$ cat src/rtl/intadd_drv_if.sv
// Bus bundle for intadd_drv: operand stream in, add-cell port, result stream out.
// master = the sequencer, slave = the surrounding environment.
interface intadd_drv_if;
    logic         in_valid;
    logic         in_ready;
    logic [127:0] in_src0;
    logic [127:0] in_src1;
    logic [127:0] add_src0;
    logic [127:0] add_src1;
    logic         add_sign_s0;
    logic         add_sign_s1;
    logic         add_sign_d;
    logic [127:0] add_dst;
    logic [127:0] add_st;
    logic         out_valid;
    logic         out_ready;
    logic [127:0] out_dst;
    logic [11:0]  out_st;
    logic         out_last;

    modport master (
        input  in_valid, in_src0, in_src1,
        input  add_dst, add_st,
        input  out_ready,
        output in_ready,
        output add_src0, add_src1,
        output add_sign_s0, add_sign_s1, add_sign_d,
        output out_valid, out_dst, out_st, out_last
    );

    modport slave (
        output in_valid, in_src0, in_src1,
        output add_dst, add_st,
        output out_ready,
        input  in_ready,
        input  add_src0, add_src1,
        input  add_sign_s0, add_sign_s1, add_sign_d,
        input  out_valid, out_dst, out_st, out_last
    );
endinterface

$ cat src/rtl/intadd_drv.sv
// Sequencing front-end for the 4-lane 32-bit add cell: operand staging,
// result FIFO with last marker, and per-job lt/eq/gt lane counters.
module intadd_drv #(
    parameter int DEPTH = 4,
    parameter int CNT_W = 16
) (
    input  logic             clk,
    input  logic             rst,
    input  logic             i_job_start,
    input  logic [CNT_W-1:0] i_job_len,
    input  logic             i_cfg_sign_s0,
    input  logic             i_cfg_sign_s1,
    input  logic             i_cfg_sign_d,
    output logic             o_busy,
    output logic             o_done,
    output logic [CNT_W+1:0] o_lt_cnt,
    output logic [CNT_W+1:0] o_eq_cnt,
    output logic [CNT_W+1:0] o_gt_cnt,
    intadd_drv_if.master     bus
);

    localparam int AW = $clog2(DEPTH);

    localparam logic [1:0] S_IDLE  = 2'd0;
    localparam logic [1:0] S_RUN   = 2'd1;
    localparam logic [1:0] S_DRAIN = 2'd2;
    localparam logic [1:0] S_DONE  = 2'd3;

    logic [1:0]       r_state;
    logic [1:0]       w_next;
    logic [CNT_W-1:0] r_len;
    logic [CNT_W-1:0] r_issued;
    logic             r_sign_s0;
    logic             r_sign_s1;
    logic             r_sign_d;
    logic [127:0]     r_src0;
    logic [127:0]     r_src1;
    logic             r_stg_valid;
    logic             r_stg_last;
    logic [127:0]     r_mem_dst [DEPTH];
    logic [11:0]      r_mem_st [DEPTH];
    logic             r_mem_last [DEPTH];
    logic [AW-1:0]    r_wr_ptr;
    logic [AW-1:0]    r_rd_ptr;
    logic [AW:0]      r_count;
    logic [CNT_W+1:0] r_lt;
    logic [CNT_W+1:0] r_eq;
    logic [CNT_W+1:0] r_gt;

    logic             w_start;
    logic             w_in_ready;
    logic             w_fire;
    logic             w_push;
    logic             w_pop;
    logic             w_empty;
    logic             w_is_last;
    logic [AW:0]      w_occ;
    logic [11:0]      w_st_pk;
    logic [2:0]       w_lt_pc;
    logic [2:0]       w_eq_pc;
    logic [2:0]       w_gt_pc;
    logic             w_unused_st;

    assign w_start    = i_job_start && (r_state == S_IDLE);
    assign w_empty    = (r_count == '0);
    // Staged beat counts as occupied so the FIFO can never overflow.
    assign w_occ      = r_count + {{AW{1'b0}}, r_stg_valid};
    assign w_in_ready = (r_state == S_RUN) && (r_issued < r_len)
                        && (w_occ < (AW+1)'(DEPTH));
    assign w_fire     = bus.in_valid && w_in_ready;
    assign w_push     = r_stg_valid;
    assign w_pop      = !w_empty && bus.out_ready;
    assign w_is_last  = (r_issued == r_len - CNT_W'(1));
    assign w_unused_st = ^bus.add_st;

    // Repack cell status to {gt,eq,lt} per lane and count set flags.
    always_comb begin
        w_st_pk = '0;
        w_lt_pc = '0;
        w_eq_pc = '0;
        w_gt_pc = '0;
        for (int i = 0; i < 4; i++) begin
            w_st_pk[3*i +: 3] = {bus.add_st[32*i+2],
                                 bus.add_st[32*i+1],
                                 bus.add_st[32*i]};
            w_lt_pc = w_lt_pc + {2'b00, bus.add_st[32*i]};
            w_eq_pc = w_eq_pc + {2'b00, bus.add_st[32*i+1]};
            w_gt_pc = w_gt_pc + {2'b00, bus.add_st[32*i+2]};
        end
    end

    // Job sequencing FSM next-state.
    always_comb begin
        w_next = r_state;
        case (r_state)
            S_IDLE: begin
                if (i_job_start)
                    w_next = (i_job_len == '0) ? S_DONE : S_RUN;
            end
            S_RUN: begin
                if (w_fire && w_is_last)
                    w_next = S_DRAIN;
            end
            S_DRAIN: begin
                if (w_empty && !r_stg_valid)
                    w_next = S_DONE;
            end
            default: w_next = S_IDLE;
        endcase
    end

    // FSM state, latched job config and issued-beat counter.
    always_ff @(posedge clk) begin
        if (rst) begin
            r_state   <= S_IDLE;
            r_len     <= '0;
            r_issued  <= '0;
            r_sign_s0 <= 1'b0;
            r_sign_s1 <= 1'b0;
            r_sign_d  <= 1'b0;
        end else begin
            r_state <= w_next;
            if (w_start) begin
                r_len     <= i_job_len;
                r_issued  <= '0;
                r_sign_s0 <= i_cfg_sign_s0;
                r_sign_s1 <= i_cfg_sign_s1;
                r_sign_d  <= i_cfg_sign_d;
            end else if (w_fire) begin
                r_issued <= r_issued + CNT_W'(1);
            end
        end
    end

    // Stage register feeding the cell; operands hold when no beat fires.
    always_ff @(posedge clk) begin
        if (rst) begin
            r_src0      <= '0;
            r_src1      <= '0;
            r_stg_valid <= 1'b0;
            r_stg_last  <= 1'b0;
        end else begin
            r_stg_valid <= w_fire;
            if (w_fire) begin
                r_src0     <= bus.in_src0;
                r_src1     <= bus.in_src1;
                r_stg_last <= w_is_last;
            end
        end
    end

    // Result FIFO storage; capture cell output while the stage is valid.
    always_ff @(posedge clk) begin
        if (w_push) begin
            r_mem_dst[r_wr_ptr]  <= bus.add_dst;
            r_mem_st[r_wr_ptr]   <= w_st_pk;
            r_mem_last[r_wr_ptr] <= r_stg_last;
        end
    end

    // Result FIFO pointers and occupancy.
    always_ff @(posedge clk) begin
        if (rst) begin
            r_wr_ptr <= '0;
            r_rd_ptr <= '0;
            r_count  <= '0;
        end else begin
            if (w_push)
                r_wr_ptr <= r_wr_ptr + AW'(1);
            if (w_pop)
                r_rd_ptr <= r_rd_ptr + AW'(1);
            case ({w_push, w_pop})
                2'b10:   r_count <= r_count + (AW+1)'(1);
                2'b01:   r_count <= r_count - (AW+1)'(1);
                default: r_count <= r_count;
            endcase
        end
    end

    // Per-job lane counters; cleared by an accepted start, held after done.
    always_ff @(posedge clk) begin
        if (rst) begin
            r_lt <= '0;
            r_eq <= '0;
            r_gt <= '0;
        end else if (w_start) begin
            r_lt <= '0;
            r_eq <= '0;
            r_gt <= '0;
        end else if (w_push) begin
            r_lt <= r_lt + (CNT_W+2)'(w_lt_pc);
            r_eq <= r_eq + (CNT_W+2)'(w_eq_pc);
            r_gt <= r_gt + (CNT_W+2)'(w_gt_pc);
        end
    end

    assign bus.in_ready    = w_in_ready;
    assign bus.add_src0    = r_src0;
    assign bus.add_src1    = r_src1;
    assign bus.add_sign_s0 = r_sign_s0;
    assign bus.add_sign_s1 = r_sign_s1;
    assign bus.add_sign_d  = r_sign_d;
    assign bus.out_valid   = !w_empty;
    assign bus.out_dst     = r_mem_dst[r_rd_ptr];
    assign bus.out_st      = r_mem_st[r_rd_ptr];
    assign bus.out_last    = r_mem_last[r_rd_ptr] && !w_empty;

    assign o_busy   = (r_state == S_RUN) || (r_state == S_DRAIN);
    assign o_done   = (r_state == S_DONE);
    assign o_lt_cnt = r_lt;
    assign o_eq_cnt = r_eq;
    assign o_gt_cnt = r_gt;

endmodule

$ cat src/flat_wrapper.sv
// flat-port wrapper written by rule: the top's interface ports become plain ports
module intadd_drv_flat 
#(
    parameter int DEPTH = 4,
    parameter int CNT_W = 16
)
  (clk, rst, i_job_start, i_job_len, i_cfg_sign_s0, i_cfg_sign_s1, i_cfg_sign_d, o_busy, o_done, o_lt_cnt, o_eq_cnt, o_gt_cnt, bus_in_valid, bus_in_src0, bus_in_src1, bus_add_dst, bus_add_st, bus_out_ready, bus_in_ready, bus_add_src0, bus_add_src1, bus_add_sign_s0, bus_add_sign_s1, bus_add_sign_d, bus_out_valid, bus_out_dst, bus_out_st, bus_out_last);
  intadd_drv_if bus_i ();
  input  logic clk;
  input  logic rst;
  input  logic i_job_start;
  input  logic [CNT_W-1:0] i_job_len;
  input  logic i_cfg_sign_s0;
  input  logic i_cfg_sign_s1;
  input  logic i_cfg_sign_d;
  output logic o_busy;
  output logic o_done;
  output logic [CNT_W+1:0] o_lt_cnt;
  output logic [CNT_W+1:0] o_eq_cnt;
  output logic [CNT_W+1:0] o_gt_cnt;
  input wire logic [$bits(bus_i.in_valid)-1:0] bus_in_valid;
  input wire logic [$bits(bus_i.in_src0)-1:0] bus_in_src0;
  input wire logic [$bits(bus_i.in_src1)-1:0] bus_in_src1;
  input wire logic [$bits(bus_i.add_dst)-1:0] bus_add_dst;
  input wire logic [$bits(bus_i.add_st)-1:0] bus_add_st;
  input wire logic [$bits(bus_i.out_ready)-1:0] bus_out_ready;
  output wire logic [$bits(bus_i.in_ready)-1:0] bus_in_ready;
  output wire logic [$bits(bus_i.add_src0)-1:0] bus_add_src0;
  output wire logic [$bits(bus_i.add_src1)-1:0] bus_add_src1;
  output wire logic [$bits(bus_i.add_sign_s0)-1:0] bus_add_sign_s0;
  output wire logic [$bits(bus_i.add_sign_s1)-1:0] bus_add_sign_s1;
  output wire logic [$bits(bus_i.add_sign_d)-1:0] bus_add_sign_d;
  output wire logic [$bits(bus_i.out_valid)-1:0] bus_out_valid;
  output wire logic [$bits(bus_i.out_dst)-1:0] bus_out_dst;
  output wire logic [$bits(bus_i.out_st)-1:0] bus_out_st;
  output wire logic [$bits(bus_i.out_last)-1:0] bus_out_last;
  assign bus_i.in_valid = bus_in_valid;
  assign bus_i.in_src0 = bus_in_src0;
  assign bus_i.in_src1 = bus_in_src1;
  assign bus_i.add_dst = bus_add_dst;
  assign bus_i.add_st = bus_add_st;
  assign bus_i.out_ready = bus_out_ready;
  assign bus_in_ready = bus_i.in_ready;
  assign bus_add_src0 = bus_i.add_src0;
  assign bus_add_src1 = bus_i.add_src1;
  assign bus_add_sign_s0 = bus_i.add_sign_s0;
  assign bus_add_sign_s1 = bus_i.add_sign_s1;
  assign bus_add_sign_d = bus_i.add_sign_d;
  assign bus_out_valid = bus_i.out_valid;
  assign bus_out_dst = bus_i.out_dst;
  assign bus_out_st = bus_i.out_st;
  assign bus_out_last = bus_i.out_last;
  intadd_drv #(.DEPTH(DEPTH), .CNT_W(CNT_W)) u_core (.clk(clk), .rst(rst), .i_job_start(i_job_start), .i_job_len(i_job_len), .i_cfg_sign_s0(i_cfg_sign_s0), .i_cfg_sign_s1(i_cfg_sign_s1), .i_cfg_sign_d(i_cfg_sign_d), .o_busy(o_busy), .o_done(o_done), .o_lt_cnt(o_lt_cnt), .o_eq_cnt(o_eq_cnt), .o_gt_cnt(o_gt_cnt), .bus(bus_i));
endmodule
$ cat config.mk
export PLATFORM = sky130hd
export DESIGN_NAME = intadd_drv_flat
export DESIGN_NICKNAME = d
export VERILOG_FILES = /design/src/rtl/intadd_drv_if.sv /design/src/rtl/intadd_drv.sv /design/src/flat_wrapper.sv
export SDC_FILE = /design/constraint.sdc
export NUM_CORES = 1
export LEC_CHECK = 0
export ABC_AREA = 1
export CAP_MARGIN = 30
export CELL_PAD_IN_SITES_DETAIL_PLACEMENT = 0
export CELL_PAD_IN_SITES_GLOBAL_PLACEMENT = 1
export CORE_AREA = 4 4 382 384
export CTS_CLUSTER_DIAMETER = 60
export CTS_CLUSTER_SIZE = 10
export DETAILED_ROUTE_END_ITERATION = 8
export DIE_AREA = 0 0 386 388
export GPL_ROUTABILITY_DRIVEN = 0
export PLACE_DENSITY_LB_ADDON = 0.2
export SLEW_MARGIN = 20
export SYNTH_ARGS = -nofsm -noshare
export SYNTH_HDL_FRONTEND = slang
export SYNTH_SLANG_ARGS = --single-unit
$ cat constraint.sdc
create_clock -name clk -period 11.5 [get_ports clk]
set_clock_uncertainty 0.15 [all_clocks]
set_input_delay 3.45 -clock clk [delete_from_list [all_inputs] [get_ports clk]]
set_output_delay 3.45 -clock clk [all_outputs]
set_load 0.01 [all_outputs]
==> run_summary.xml, run 1 <==
<?xml version="1.0" encoding="UTF-8"?>
<metrics>
  <group name="worst_setup_path">
    <metric name="r2r-end" unit="">u_core.bus.add_src1[100]$_SDFFE_PP0P_</metric>
    <metric name="cp_max_fo" unit="">69</metric>
    <metric name="reg2regPathDepth" unit="">14</metric>
    <metric name="reg2reg_setup_slack" unit="ns">7.64</metric>
    <metric name="critPathKind" unit="">flop to primary output</metric>
    <metric name="critPathCaptureType" unit="">primary output</metric>
    <metric name="crit-reg2reg-launch" unit="">u_core.r_len[11]$_SDFFE_PP0P_</metric>
    <metric name="timing.critical_path.arrival" unit="ns">4.16</metric>
    <metric name="worstPathRequired" unit="ns">7.90</metric>
    <metric name="timing.critical_path.from_type" unit="">flop</metric>
  </group>
  <group name="power_and_ir_drop">
    <metric name="leakage_power" unit="nW">17.87</metric>
    <metric name="cellPowerDensity" unit="nW/um^2">199.0</metric>
    <metric name="fin_total_pwr" unit="mW">9.917</metric>
    <metric name="irDropWorstVdd" unit="mV">0.1290</metric>
  </group>
  <group name="synthesis">
    <metric name="mappedNetlistArea" unit="sq um">35340</metric>
    <metric name="yosys-top-cells-area" unit="">sky130_fd_sc_hd__edfxtp_1 48%, sky130_fd_sc_hd__dfxtp_1 20%, sky130_fd_sc_hd__nor2_1 9.4%, sky130_fd_sc_hd__o21ai_0 7.7%, sky130_fd_sc_hd__o22ai_1 2.5%</metric>
    <metric name="synth_edf_count" unit="">564</metric>
    <metric name="synth.ff_latch_count" unit="">922</metric>
    <metric name="synth_sequential_area_ratio" unit="">0.6821</metric>
    <metric name="synth_most_common_cell" unit="">sky130_fd_sc_hd__nor2_1</metric>
    <metric name="ys_warn_count" unit="">0</metric>
    <metric name="yosysTopAreaCell" unit="">sky130_fd_sc_hd__edfxtp_1</metric>
    <metric name="synthDistinctLibCells" unit="">43</metric>
    <metric name="syn-num-nets" unit="">3910</metric>
    <metric name="post_synth_most_frequent_cells" unit="">884 x sky130_fd_sc_hd__nor2_1, 564 x sky130_fd_sc_hd__edfxtp_1, 543 x sky130_fd_sc_hd__o21ai_0, 358 x sky130_fd_sc_hd__dfxtp_1, 179 x sky130_fd_sc_hd__nand2_1</metric>
    <metric name="netlist_instances" unit="">3325</metric>
    <metric name="dominantRegCellSynth" unit="">sky130_fd_sc_hd__edfxtp_1</metric>
    <metric name="netlist.area_leader.share" unit="">0.4793</metric>
    <metric name="synthArstFlopShare" unit="">0</metric>
    <metric name="postSynthAreaPerCell" unit="sq um">10.63</metric>
  </group>
  <group name="drt">
    <metric name="detail_route.iter0.violations" unit="">1571</metric>
    <metric name="drt-pass1-iter-count" unit="">5</metric>
    <metric name="detail_route.drc_violations" unit="">0</metric>
    <metric name="detail_route.wirelength" unit="mm">143.1</metric>
    <metric name="vias_per_cell" unit="">4.415</metric>
    <metric name="routedWlPerCell" unit="microns">23.25</metric>
    <metric name="antenna_violating_nets_post_route" unit="">0</metric>
    <metric name="total_routed_wire_length_on_the_met1_layer" unit="mm">54.51</metric>
    <metric name="vias_after_detailed_routing" unit="">27180</metric>
    <metric name="route.top_layer_used" unit="">met5</metric>
    <metric name="met3RoutedLength" unit="mm">12.93</metric>
    <metric name="wire_length_on_met2" unit="mm">71.05</metric>
  </group>
  <group name="cts">
    <metric name="clock_insertion_delay_worst_skew" unit="ns">0.72</metric>
    <metric name="cts_tree" unit="">yes</metric>
    <metric name="cts_buffers" unit="">119</metric>
    <metric name="post_cts_resized" unit="">0</metric>
    <metric name="cts.reportedPaths.clkPinSlew" unit="ns">0.05</metric>
    <metric name="clk_path_buf_depth" unit="">3</metric>
    <metric name="clockRootBuffer" unit="">sky130_fd_sc_hd__clkbuf_16</metric>
    <metric name="postCtsSetupRepairBufs" unit="">0</metric>
    <metric name="cts-hold-fix-buffers" unit="">0</metric>
    <metric name="numClockSinks" unit="">922</metric>
    <metric name="h-tree-depth" unit="">3</metric>
  </group>
  <group name="place">
    <metric name="hpwlAfterDp" unit="mm">99.95</metric>
    <metric name="place_area" unit="sq um">45930</metric>
    <metric name="buffer_ports.inserted" unit="">877</metric>
    <metric name="placedCellCount" unit="">5937</metric>
  </group>
  <group name="floorplanning">
    <metric name="die-width" unit="microns">386</metric>
    <metric name="start_util" unit="">0.2475</metric>
    <metric name="placeableCoreArea" unit="sq um">142800</metric>
    <metric name="io_pins" unit="">994</metric>
    <metric name="die_area" unit="sq um">149800</metric>
    <metric name="die_h" unit="microns">388</metric>
    <metric name="placement_rows" unit="">139</metric>
  </group>
  <group name="timing">
    <metric name="finalHoldViolations" unit="">0</metric>
    <metric name="post_layout_minimum_cycle_time" unit="ns">7.759</metric>
    <metric name="worst-slew-pin-transition" unit="ns">0.9457</metric>
    <metric name="finalCritPeriodShare" unit="">0.6747</metric>
    <metric name="rsz_0062_raised_after_global_routing" unit="">no</metric>
    <metric name="finalSetupViolations" unit="">0</metric>
    <metric name="max_freq" unit="GHz">0.1289</metric>
    <metric name="timing.slew.headroom" unit="">0.3696</metric>
    <metric name="setup_total_negative_slack" unit="ns">0</metric>
    <metric name="final-max-slew-violation-count" unit="">0</metric>
    <metric name="fin_hold_ws" unit="ns">0.3174</metric>
  </group>
  <group name="finish">
    <metric name="finish.net_count" unit="">4744</metric>
    <metric name="finish.instance_area" unit="sq um">49820</metric>
    <metric name="fillers" unit="">14380</metric>
    <metric name="syn2layout_area_growth" unit="%">41.00</metric>
    <metric name="multi_input_area" unit="sq um">9887</metric>
    <metric name="final_layout_size_suffix_gt1_frac" unit="">0.05419</metric>
    <metric name="storage_element_area" unit="sq um">24110</metric>
    <metric name="finish.cell_count_without_fillers" unit="">6157</metric>
  </group>
  <group name="global_route">
    <metric name="grt_first_pass_wirelength" unit="mm">199.7</metric>
    <metric name="vias_in_the_first_global_route" unit="">26840</metric>
    <metric name="gr-usage-all-layers" unit="">0.1843</metric>
    <metric name="grt_max_degree" unit="">180</metric>
    <metric name="overflow" unit="">0</metric>
    <metric name="antenna_found_initial" unit="">36</metric>
  </group>
  <group name="outcome">
    <metric name="run_status" unit="">finished, final reports clean</metric>
  </group>
  <group name="hold_path">
    <metric name="hold_path_startpoint" unit="">u_core.r_rd_ptr[1]$_SDFFE_PP0P_</metric>
    <metric name="timing.hold.worst.class" unit="">flop to flop</metric>
    <metric name="whs_path_depth" unit="">2</metric>
  </group>
  <group name="run">
    <metric name="max_cap_viol_count" unit="">0</metric>
  </group>
</metrics>
[report_power, final]
group          switching [mW]  internal (mW)  leakage (nW)
Combinational            1.35           1.00          8.06
Clock                    1.46           2.11          1.81
Sequential              0.166           3.82          7.99
[metal layers]
metal | vias to the layer above | global-route usage
met4 | 14 | 0.06098
met5 | - | 0
met3 | 193 | 0.07151
li1 | 13190 | -
met1 | 13000 | 0.2047
met2 | 785 | 0.3212
[state kept, by name, indices dropped and copies added, names as in the netlist, 18 cells and up, named ones only]
register	flops
u_core.o_gt_cnt	18
u_core.o_eq_cnt	18
u_core.r_mem_dst	512
u_core.r_mem_st	48
u_core.bus.add_src0	128
u_core.o_lt_cnt	18
u_core.bus.add_src1	128
[per-stage QoR]
step / setup slack (ns) / utilization
2_1_floorplan: 5.564 / -
3_3_place_gp: 4.263 / 0.3216
3_5_place_dp: 4.243 / 0.3216
4_1_cts: 3.416 / 0.3480
5_1_grt: 3.443 / 0.3488
6_report: 3.741 / 0.3489
[critical path, cell delays in order (launching register included)]
cell	delay, ns
sky130_fd_sc_hd__dfxtp_4	0.75
sky130_fd_sc_hd__buf_4	0.71
sky130_fd_sc_hd__buf_4	0.71
sky130_fd_sc_hd__o21ai_0	0.23
sky130_fd_sc_hd__o22ai_1	0.33
sky130_fd_sc_hd__clkdlybuf4s50_1	0.64
[worst max-delay path by stage]
| stage | start | endpoint | cells after the start | slack [ns] |
|---|---|---|---|---|
| after floorplan | bus_add_st[1] | u_core.o_eq_cnt[14]$_SDFFE_PP0P_ | 17 | 5.56 |
| after global placement | flop | bus_out_dst[88] | 5 | 4.26 |
| after detailed placement | flop | bus_out_dst[88] | 5 | 4.24 |
| after CTS | flop | bus_out_dst[88] | 5 | 3.42 |
| after global routing | flop | bus_out_dst[84] | 5 | 3.44 |
| final | flop | bus_out_dst[84] | 5 | 3.74 |
[placed cells by master (no fill, tap or decap), types with 42 or more instances in the layout]
master | Yosys | layout
sky130_fd_sc_hd__clkbuf_16 | 0 | 120
sky130_fd_sc_hd__nand2_1 | 179 | 179
sky130_fd_sc_hd__o21ai_0 | 543 | 543
sky130_fd_sc_hd__edfxtp_1 | 564 | 564
sky130_fd_sc_hd__clkdlybuf4s50_1 | 0 | 877
sky130_fd_sc_hd__o22ai_1 | 140 | 140
sky130_fd_sc_hd__ha_1 | 42 | 42
sky130_fd_sc_hd__a21oi_1 | 90 | 90
sky130_fd_sc_hd__dfxtp_1 | 358 | 356
sky130_fd_sc_hd__nor2_1 | 884 | 883
sky130_fd_sc_hd__inv_1 | 130 | 123
sky130_fd_sc_hd__o21ai_1 | 53 | 53
[cell type report]
cell class / instances / area share
flip-flops and latches: 922 / 0.4839
well taps: 1903 / 0.04779
diodes: 10 / 0.0005023
clock buffers: 167 / 0.06562
multi-input cells: 2072 / 0.1984
repair buffers: 908 / 0.1827
inverters: 136 / 0.01110
clock inverters: 39 / 0.009895
[kinds of logic after synthesis]
kind of cell,synth area share
and+or+nand+nor,0.1315
DFF,0.6821
AOI/OAI and AO/OA,0.1232
buffers and inverters,0.03817
adders and majority gates,0.01884
xor gates and xnor gates,0.006196
(Power assumes the default switching activity.)
==> run 2, diff against run 1 <==
--- a/config.mk
+++ b/config.mk
@@ -9,11 +9,11 @@
 export CAP_MARGIN = 30
 export CELL_PAD_IN_SITES_DETAIL_PLACEMENT = 0
 export CELL_PAD_IN_SITES_GLOBAL_PLACEMENT = 1
-export CORE_AREA = 4 4 382 384
+export CORE_AREA = 4 4 386 388
 export CTS_CLUSTER_DIAMETER = 60
 export CTS_CLUSTER_SIZE = 10
 export DETAILED_ROUTE_END_ITERATION = 8
-export DIE_AREA = 0 0 386 388
+export DIE_AREA = 0 0 390 392
 export GPL_ROUTABILITY_DRIVEN = 0
 export PLACE_DENSITY_LB_ADDON = 0.2
 export SLEW_MARGIN = 20
==> constraint.sdc (replaced) <==
create_clock -name clk -period 7.2 [get_ports clk]
set_clock_uncertainty 0.15 [all_clocks]
set_input_delay 2.16 -clock clk [delete_from_list [all_inputs] [get_ports clk]]
set_output_delay 2.16 -clock clk [all_outputs]
set_load 0.01 [all_outputs]
==> run 2 against run 1 <==
Clock power rose by 77%. Non-clock buffer count decreased by 3. Highest routed layer unchanged. Register-to-register slack got worse by 4.1 ns. Utilization shrank 0.29 points. Combinational power up 58%. Wire length is 0.26% higher. Largest power group unchanged.
==> run_summary.xml, run 2 (synthesis results as in run 1) <==
<?xml version="1.0" encoding="UTF-8"?>
<metrics>
  <group name="timing">
    <metric name="rsz_0062_raised_after_global_routing" unit="">no</metric>
    <metric name="fin_hold_ws" unit="ns">0.3174</metric>
    <metric name="max_freq" unit="GHz">0.1624</metric>
    <metric name="setup_total_negative_slack" unit="ns">0</metric>
    <metric name="timing.slew.headroom" unit="">0.4034</metric>
    <metric name="final-max-slew-violation-count" unit="">0</metric>
    <metric name="post_layout_minimum_cycle_time" unit="ns">6.157</metric>
    <metric name="finalHoldViolations" unit="">0</metric>
    <metric name="worst-slew-pin-transition" unit="ns">0.8949</metric>
    <metric name="finalCritPeriodShare" unit="">0.8551</metric>
    <metric name="finalSetupViolations" unit="">0</metric>
  </group>
  <group name="worst_setup_path">
    <metric name="timing.critical_path.arrival" unit="ns">3.85</metric>
    <metric name="reg2regPathDepth" unit="">13</metric>
    <metric name="critPathCaptureType" unit="">primary output</metric>
    <metric name="cp_max_fo" unit="">64</metric>
    <metric name="timing.critical_path.from_type" unit="">flop</metric>
    <metric name="worst_path_largest_cell_delay" unit="ns">0.72</metric>
    <metric name="critical_path.cell_chain" unit="">buf_4 -&gt; buf_4 -&gt; o21ai_0 -&gt; o22ai_1 -&gt; clkdlybuf4s50_1</metric>
    <metric name="critPathKind" unit="">flop to primary output</metric>
    <metric name="worstPathRequired" unit="ns">4.89</metric>
    <metric name="cp_slowest_cell" unit="">sky130_fd_sc_hd__buf_4</metric>
    <metric name="path_common_cell" unit="">sky130_fd_sc_hd__buf_4</metric>
  </group>
  <group name="power_and_ir_drop">
    <metric name="power.switching" unit="mW">4.855</metric>
    <metric name="irDropWorstVdd" unit="mV">0.1931</metric>
    <metric name="p_int" unit="mW">11.57</metric>
    <metric name="power_frac_comb" unit="">0.227</metric>
    <metric name="leakage_power" unit="nW">18.10</metric>
    <metric name="portion_of_total_power_attributed_to_sequential_cells" unit="">0.388</metric>
    <metric name="clkPwrFrac" unit="">0.385</metric>
    <metric name="cellPowerDensity" unit="nW/um^2">326.5</metric>
    <metric name="power.switching_fraction" unit="">0.2955</metric>
  </group>
  <group name="place">
    <metric name="place_area" unit="sq um">46010</metric>
    <metric name="buffer_ports.inserted" unit="">877</metric>
    <metric name="placedCellCount" unit="">5949</metric>
    <metric name="hpwlAfterDp" unit="mm">98.02</metric>
  </group>
  <group name="drt">
    <metric name="detail_route.wirelength" unit="mm">143.5</metric>
    <metric name="routedWlPerCell" unit="microns">23.28</metric>
    <metric name="detail_route.iter0.violations" unit="">1502</metric>
    <metric name="drt-pass1-iter-count" unit="">5</metric>
    <metric name="antenna_violating_nets_post_route" unit="">0</metric>
    <metric name="vias_after_detailed_routing" unit="">27280</metric>
    <metric name="vias_per_cell" unit="">4.425</metric>
    <metric name="detail_route.drc_violations" unit="">0</metric>
  </group>
  <group name="finish">
    <metric name="syn2layout_area_growth" unit="%">42.37</metric>
    <metric name="final_layout_size_suffix_gt1_frac" unit="">0.05713</metric>
    <metric name="final_common_cell" unit="">sky130_fd_sc_hd__nor2_1</metric>
    <metric name="final_cell_mix" unit="">883 x sky130_fd_sc_hd__nor2_1, 877 x sky130_fd_sc_hd__clkdlybuf4s50_1, 564 x sky130_fd_sc_hd__edfxtp_1, 543 x sky130_fd_sc_hd__o21ai_0, 356 x sky130_fd_sc_hd__dfxtp_1</metric>
    <metric name="finish.instance_area" unit="sq um">50310</metric>
    <metric name="finish.cell_count_without_fillers" unit="">6165</metric>
    <metric name="finish.net_count" unit="">4752</metric>
    <metric name="largest_register_ffs" unit="">512</metric>
    <metric name="registers.top_by_ff_count" unit="">u_core.r_mem_dst</metric>
    <metric name="postLayoutCoreUtil" unit="">0.3460</metric>
  </group>
  <group name="outcome">
    <metric name="run_status" unit="">finished, final reports clean</metric>
  </group>
  <group name="floorplanning">
    <metric name="placement_rows" unit="">140</metric>
    <metric name="placeableCoreArea" unit="sq um">145400</metric>
    <metric name="die_area" unit="sq um">152900</metric>
    <metric name="start_util" unit="">0.2430</metric>
    <metric name="die-width" unit="microns">390</metric>
    <metric name="io_pins" unit="">994</metric>
    <metric name="die_h" unit="microns">392</metric>
  </group>
  <group name="global_route">
    <metric name="grt_max_degree" unit="">227</metric>
    <metric name="vias_in_the_first_global_route" unit="">26790</metric>
    <metric name="gr-usage-all-layers" unit="">0.1805</metric>
    <metric name="antenna_found_initial" unit="">45</metric>
    <metric name="globalRouteMet1Util" unit="">0.2054</metric>
    <metric name="globalRoute.busiestLayer" unit="">met2</metric>
    <metric name="grt_first_pass_wirelength" unit="mm">198.8</metric>
    <metric name="global_route.usage.met3" unit="">0.08135</metric>
    <metric name="groute.layer.met2.usage" unit="">0.3047</metric>
    <metric name="overflow" unit="">0</metric>
  </group>
  <group name="hold_path">
    <metric name="timing.hold.worst.class" unit="">flop to flop</metric>
    <metric name="whs_path_depth" unit="">2</metric>
  </group>
  <group name="cts">
    <metric name="cts-hold-fix-buffers" unit="">0</metric>
    <metric name="cts_tree" unit="">yes</metric>
    <metric name="post_cts_resized" unit="">0</metric>
    <metric name="h-tree-depth" unit="">4</metric>
    <metric name="clock_insertion_delay_worst_skew" unit="ns">0.75</metric>
    <metric name="cts.reportedPaths.clkPinSlew" unit="ns">0.05</metric>
    <metric name="cts_buffers" unit="">130</metric>
    <metric name="clockRootBuffer" unit="">sky130_fd_sc_hd__clkbuf_16</metric>
    <metric name="postCtsSetupRepairBufs" unit="">0</metric>
    <metric name="numClockSinks" unit="">922</metric>
    <metric name="clk_path_buf_depth" unit="">3</metric>
  </group>
  <group name="run">
    <metric name="max_cap_viol_count" unit="">0</metric>
  </group>
</metrics>
## run 2: changes by cell type in the layout (fill, tap and decap cells not counted), sizes merged
cell | before | now
clkbuf | 167 | 155
bufinv | 6 | 13
clkinvlp | 6 | 2
buf | 31 | 28
clkinv | 19 | 22
diode | 10 | 12
inv | 144 | 145
## run 2: power by group through the flow
stage | clock, mW | sequential [mW] | combinational, mW
4_1_cts | 6.55 | 6.37 | 3.80
3_5_place_dp | 0 | 6.46 | 3.77
2_1_floorplan | 0 | 6.59 | 1.44
3_3_place_gp | 0 | 6.45 | 3.80
5_1_grt | 6.77 | 6.43 | 4.09
6_report | 6.33 | 6.37 | 3.73
## run 2: cell type report
| class | instances | area, sq um |
|---|---|---|
| fillers | 14710 | 95080 |
| flip-flops and latches | 922 | 24110 |
| multi-input cells | 2072 | 9887 |
| repair buffers | 905 | 9136 |
| clock buffers | 155 | 3430 |
| well taps | 1917 | 2399 |
| clock inverters | 46 | 762.0 |
| inverters | 136 | 555.5 |
| diodes | 12 | 30.03 |
## run 2: worst max-delay path: cells and delay by family (launching register included)
kind,cells,cell delay [ns]
buffers and inverters,3,1.92
AO/OA/AOI/OAI,2,0.45
flip-flops,1,0.68
## run 2: metal layers
layer | vias to the layer above | share of wire
met1 | 13030 | 0.39
met5 | - | 0.00071
li1 | 13190 | -
met4 | 16 | 0.028
met3 | 220 | 0.098
met2 | 827 | 0.48
## run 2: path summary, 6_finish.rpt
path	from	to	slack (ns)
worst max-delay path	flop	bus_out_dst[2]	1.04
worst min-delay path	u_core.r_rd_ptr[1]$_SDFFE_PP0P_	flop	0.32
worst max register to register	u_core.r_len[11]$_SDFFE_PP0P_	u_core.bus.add_src0[125]$_SDFFE_PP0P_	3.59
worst min register to register	u_core.r_rd_ptr[1]$_SDFFE_PP0P_	flop	0.32
## run 2: stage by stage
step           setup WS [ns]  power [mW]
2_1_floorplan          2.554       8.034
3_3_place_gp           1.541       10.25
3_5_place_dp           1.543       10.23
4_1_cts               0.7467       16.72
5_1_grt               0.6991       17.29
6_report               1.043       16.43
==> run 3, diff against run 2 <==
--- a/config.mk
+++ b/config.mk
@@ -11,7 +11,7 @@
 export CELL_PAD_IN_SITES_GLOBAL_PLACEMENT = 1
 export CORE_AREA = 4 4 386 388
 export CTS_CLUSTER_DIAMETER = 60
-export CTS_CLUSTER_SIZE = 10
+export CTS_CLUSTER_SIZE = 28
 export DETAILED_ROUTE_END_ITERATION = 8
 export DIE_AREA = 0 0 390 392
 export GPL_ROUTABILITY_DRIVEN = 0
==> run 3 against run 2 <==
Worst setup slack better by 0.011 ns. Die area stayed put. Wire length is 0.61% lower. Total power is 2.9% lower. Design area is 0.63% lower. Global-route usage is 0.21 points lower. Critical path type unchanged. Largest cell class unchanged.
==> run_summary.xml, run 3 (synthesis results as in run 1) <==
<?xml version="1.0" encoding="UTF-8"?>
<metrics>
  <group name="timing">
    <metric name="post_layout_minimum_cycle_time" unit="ns">6.145</metric>
    <metric name="timing.slew.headroom" unit="">0.4064</metric>
    <metric name="max_freq" unit="GHz">0.1627</metric>
    <metric name="setup_total_negative_slack" unit="ns">0</metric>
    <metric name="finalSetupViolations" unit="">0</metric>
    <metric name="finalCritPeriodShare" unit="">0.8535</metric>
    <metric name="fin_hold_ws" unit="ns">0.3189</metric>
    <metric name="finalHoldViolations" unit="">0</metric>
    <metric name="worst-slew-pin-transition" unit="ns">0.8903</metric>
    <metric name="final-max-slew-violation-count" unit="">0</metric>
    <metric name="rsz_0062_raised_after_global_routing" unit="">no</metric>
  </group>
  <group name="drt">
    <metric name="antenna_violating_nets_post_route" unit="">0</metric>
    <metric name="vias_per_cell" unit="">4.412</metric>
    <metric name="detail_route.wirelength" unit="mm">142.6</metric>
    <metric name="met3RoutedLength" unit="mm">13.26</metric>
    <metric name="total_routed_wire_length_on_the_met1_layer" unit="mm">55.76</metric>
    <metric name="vias_after_detailed_routing" unit="">27220</metric>
    <metric name="wire_length_on_met2" unit="mm">69.59</metric>
    <metric name="drt-pass1-iter-count" unit="">5</metric>
    <metric name="detail_route.iter0.violations" unit="">1404</metric>
    <metric name="detail_route.drc_violations" unit="">0</metric>
    <metric name="routedWlPerCell" unit="microns">23.12</metric>
    <metric name="route.top_layer_used" unit="">met5</metric>
  </group>
  <group name="worst_setup_path">
    <metric name="path_common_cell" unit="">sky130_fd_sc_hd__buf_4</metric>
    <metric name="cpLargestDelayFamily" unit="">buffers and inverters</metric>
    <metric name="critical_path.cell_chain" unit="">buf_4 -&gt; buf_4 -&gt; o21ai_0 -&gt; o22ai_1 -&gt; clkdlybuf4s50_1</metric>
    <metric name="crit-reg2reg-launch" unit="">u_core.r_len[11]$_SDFFE_PP0P_</metric>
    <metric name="worst_path_largest_cell_delay" unit="ns">0.73</metric>
    <metric name="timing.critical_path.from_type" unit="">flop</metric>
    <metric name="timing.critical_path.buf_inv" unit="">3</metric>
    <metric name="critPathKind" unit="">flop to primary output</metric>
    <metric name="cp_max_fo" unit="">64</metric>
    <metric name="critPathCaptureType" unit="">primary output</metric>
    <metric name="worstPathRequired" unit="ns">4.89</metric>
    <metric name="cp_slowest_cell" unit="">sky130_fd_sc_hd__buf_4</metric>
    <metric name="timing.critical_path.arrival" unit="ns">3.84</metric>
  </group>
  <group name="power_and_ir_drop">
    <metric name="power_frac_comb" unit="">0.234</metric>
    <metric name="power.switching" unit="mW">4.990</metric>
    <metric name="clkPwrFrac" unit="">0.367</metric>
    <metric name="irDropWorstVdd" unit="mV">0.2022</metric>
    <metric name="p_int" unit="mW">10.96</metric>
    <metric name="cellPowerDensity" unit="nW/um^2">319.0</metric>
    <metric name="fin_total_pwr" unit="mW">15.95</metric>
    <metric name="portion_of_total_power_attributed_to_sequential_cells" unit="">0.399</metric>
    <metric name="leakage_power" unit="nW">17.93</metric>
    <metric name="power.switching_fraction" unit="">0.3129</metric>
  </group>
  <group name="cts">
    <metric name="clockRootBuffer" unit="">sky130_fd_sc_hd__clkbuf_16</metric>
    <metric name="clk_path_buf_depth" unit="">3</metric>
    <metric name="cts.reportedPaths.clkPinSlew" unit="ns">0.06</metric>
    <metric name="clock_insertion_delay_worst_skew" unit="ns">0.72</metric>
    <metric name="numClockSinks" unit="">922</metric>
    <metric name="cts_tree" unit="">yes</metric>
    <metric name="cts-hold-fix-buffers" unit="">0</metric>
    <metric name="postCtsSetupRepairBufs" unit="">0</metric>
    <metric name="post_cts_resized" unit="">0</metric>
    <metric name="h-tree-depth" unit="">3</metric>
    <metric name="cts_buffers" unit="">109</metric>
  </group>
  <group name="finish">
    <metric name="final_layout_size_suffix_gt1_frac" unit="">0.06154</metric>
    <metric name="syn2layout_area_growth" unit="%">41.47</metric>
    <metric name="fillers" unit="">14750</metric>
    <metric name="largest_register_ffs" unit="">512</metric>
    <metric name="final_common_cell" unit="">sky130_fd_sc_hd__nor2_1</metric>
    <metric name="finish.net_count" unit="">4731</metric>
    <metric name="finish.instance_area" unit="sq um">49990</metric>
    <metric name="final_cell_mix" unit="">883 x sky130_fd_sc_hd__nor2_1, 877 x sky130_fd_sc_hd__clkdlybuf4s50_1, 564 x sky130_fd_sc_hd__edfxtp_1, 543 x sky130_fd_sc_hd__o21ai_0, 356 x sky130_fd_sc_hd__dfxtp_1</metric>
    <metric name="registers.top_by_ff_count" unit="">u_core.r_mem_dst</metric>
  </group>
  <group name="floorplanning">
    <metric name="io_pins" unit="">994</metric>
    <metric name="die_area" unit="sq um">152900</metric>
    <metric name="die-width" unit="microns">390</metric>
    <metric name="die_h" unit="microns">392</metric>
    <metric name="placement_rows" unit="">140</metric>
    <metric name="placeableCoreArea" unit="sq um">145400</metric>
    <metric name="start_util" unit="">0.2430</metric>
  </group>
  <group name="run">
    <metric name="max_cap_viol_count" unit="">0</metric>
  </group>
  <group name="place">
    <metric name="buffer_ports.inserted" unit="">877</metric>
    <metric name="place_area" unit="sq um">46010</metric>
    <metric name="hpwlAfterDp" unit="mm">98.02</metric>
  </group>
  <group name="global_route">
    <metric name="vias_in_the_first_global_route" unit="">26540</metric>
    <metric name="gr-usage-all-layers" unit="">0.1785</metric>
    <metric name="antenna_found_initial" unit="">44</metric>
    <metric name="grt_first_pass_wirelength" unit="mm">197.8</metric>
    <metric name="overflow" unit="">0</metric>
    <metric name="grt_max_degree" unit="">227</metric>
  </group>
  <group name="outcome">
    <metric name="run_status" unit="">finished, final reports clean</metric>
  </group>
  <group name="hold_path">
    <metric name="hold_path_startpoint" unit="">u_core.r_rd_ptr[1]$_SDFFE_PP0P_</metric>
    <metric name="timing.hold.worst.class" unit="">flop to flop</metric>
  </group>
</metrics>
[run 3: cell types whose count changed in the layout (fill, tap and decap cells not counted), moves of 4 or more]
cell / before / now
sky130_fd_sc_hd__clkinv_4: 3 / 15
sky130_fd_sc_hd__clkbuf_1: 19 / 3
sky130_fd_sc_hd__bufinv_16: 13 / 9
sky130_fd_sc_hd__clkbuf_16: 132 / 109
sky130_fd_sc_hd__inv_6: 12 / 25
sky130_fd_sc_hd__inv_8: 3 / 13
sky130_fd_sc_hd__clkinvlp_4: 2 / 10
[run 3: worst paths after layout]
| path | end | slack (ns) | cells after the start |
|---|---|---|---|
| hold reg to reg | flop | 0.32 | 2 |
| setup / recovery | bus_out_dst[90] | 1.05 | 5 |
| hold / removal | flop | 0.32 | 2 |
| setup reg to reg | u_core.bus.add_src0[125]$_SDFFE_PP0P_ | 3.58 | 13 |
[run 3: power groups by stage]
stage	sequential, mW	clock (mW)	combinational [mW]
2_1_floorplan	6.59	0	1.44
3_3_place_gp	6.45	0	3.80
3_5_place_dp	6.46	0	3.77
4_1_cts	6.36	6.06	3.80
5_1_grt	6.42	6.27	4.09
6_report	6.36	5.86	3.73
[run 3: area by class of cell]
type,count,area [sq um],area share
antenna,12,30.03,0.0006007
clock buffer,115,2780,0.05561
clock inverter,91,1094,0.02187
inverter,136,555.5,0.01111
multi-input combinational,2072,9887,0.1978
sequential,922,24110,0.4823
tap,1917,2399,0.04798
timing repair buffer,905,9136,0.1828
[run 3: metal layers]
| metal | global-route usage | vias up |
|---|---|---|
| met2 | 0.3060 | 772 |
| li1 | - | 13200 |
| met3 | 0.07502 | 205 |
| met1 | 0.2053 | 13030 |
| met5 | 0 | - |
| met4 | 0.04563 | 16 |
[run 3: worst reg2reg max path, stage by stage, from the launching register on]
cell                      delay (ns)
sky130_fd_sc_hd__dfxtp_1        0.37
sky130_fd_sc_hd__inv_1          0.12
sky130_fd_sc_hd__ha_1           0.31
sky130_fd_sc_hd__nand2_1        0.06
sky130_fd_sc_hd__inv_1          0.07
sky130_fd_sc_hd__nand3_1        0.09
sky130_fd_sc_hd__nor3_1         0.30
sky130_fd_sc_hd__nand2_1        0.17
sky130_fd_sc_hd__nand4_4        0.14
sky130_fd_sc_hd__nor2_8         0.11
sky130_fd_sc_hd__inv_8          0.54
sky130_fd_sc_hd__buf_12         0.70
sky130_fd_sc_hd__nor2_1         0.28
sky130_fd_sc_hd__nor2_1         0.14
[run 3: through the flow]
stage / cells / utilization / worst slack (ns)
6_report: 6170 / 0.3438 / 1.055
5_1_grt: 6162 / 0.3437 / 0.7236
4_1_cts: 6155 / 0.3431 / 0.7756
3_5_place_dp: 5949 / 0.3165 / 1.543
3_3_place_gp: 5947 / 0.3162 / 1.541
2_1_floorplan: 3325 / - / 2.554
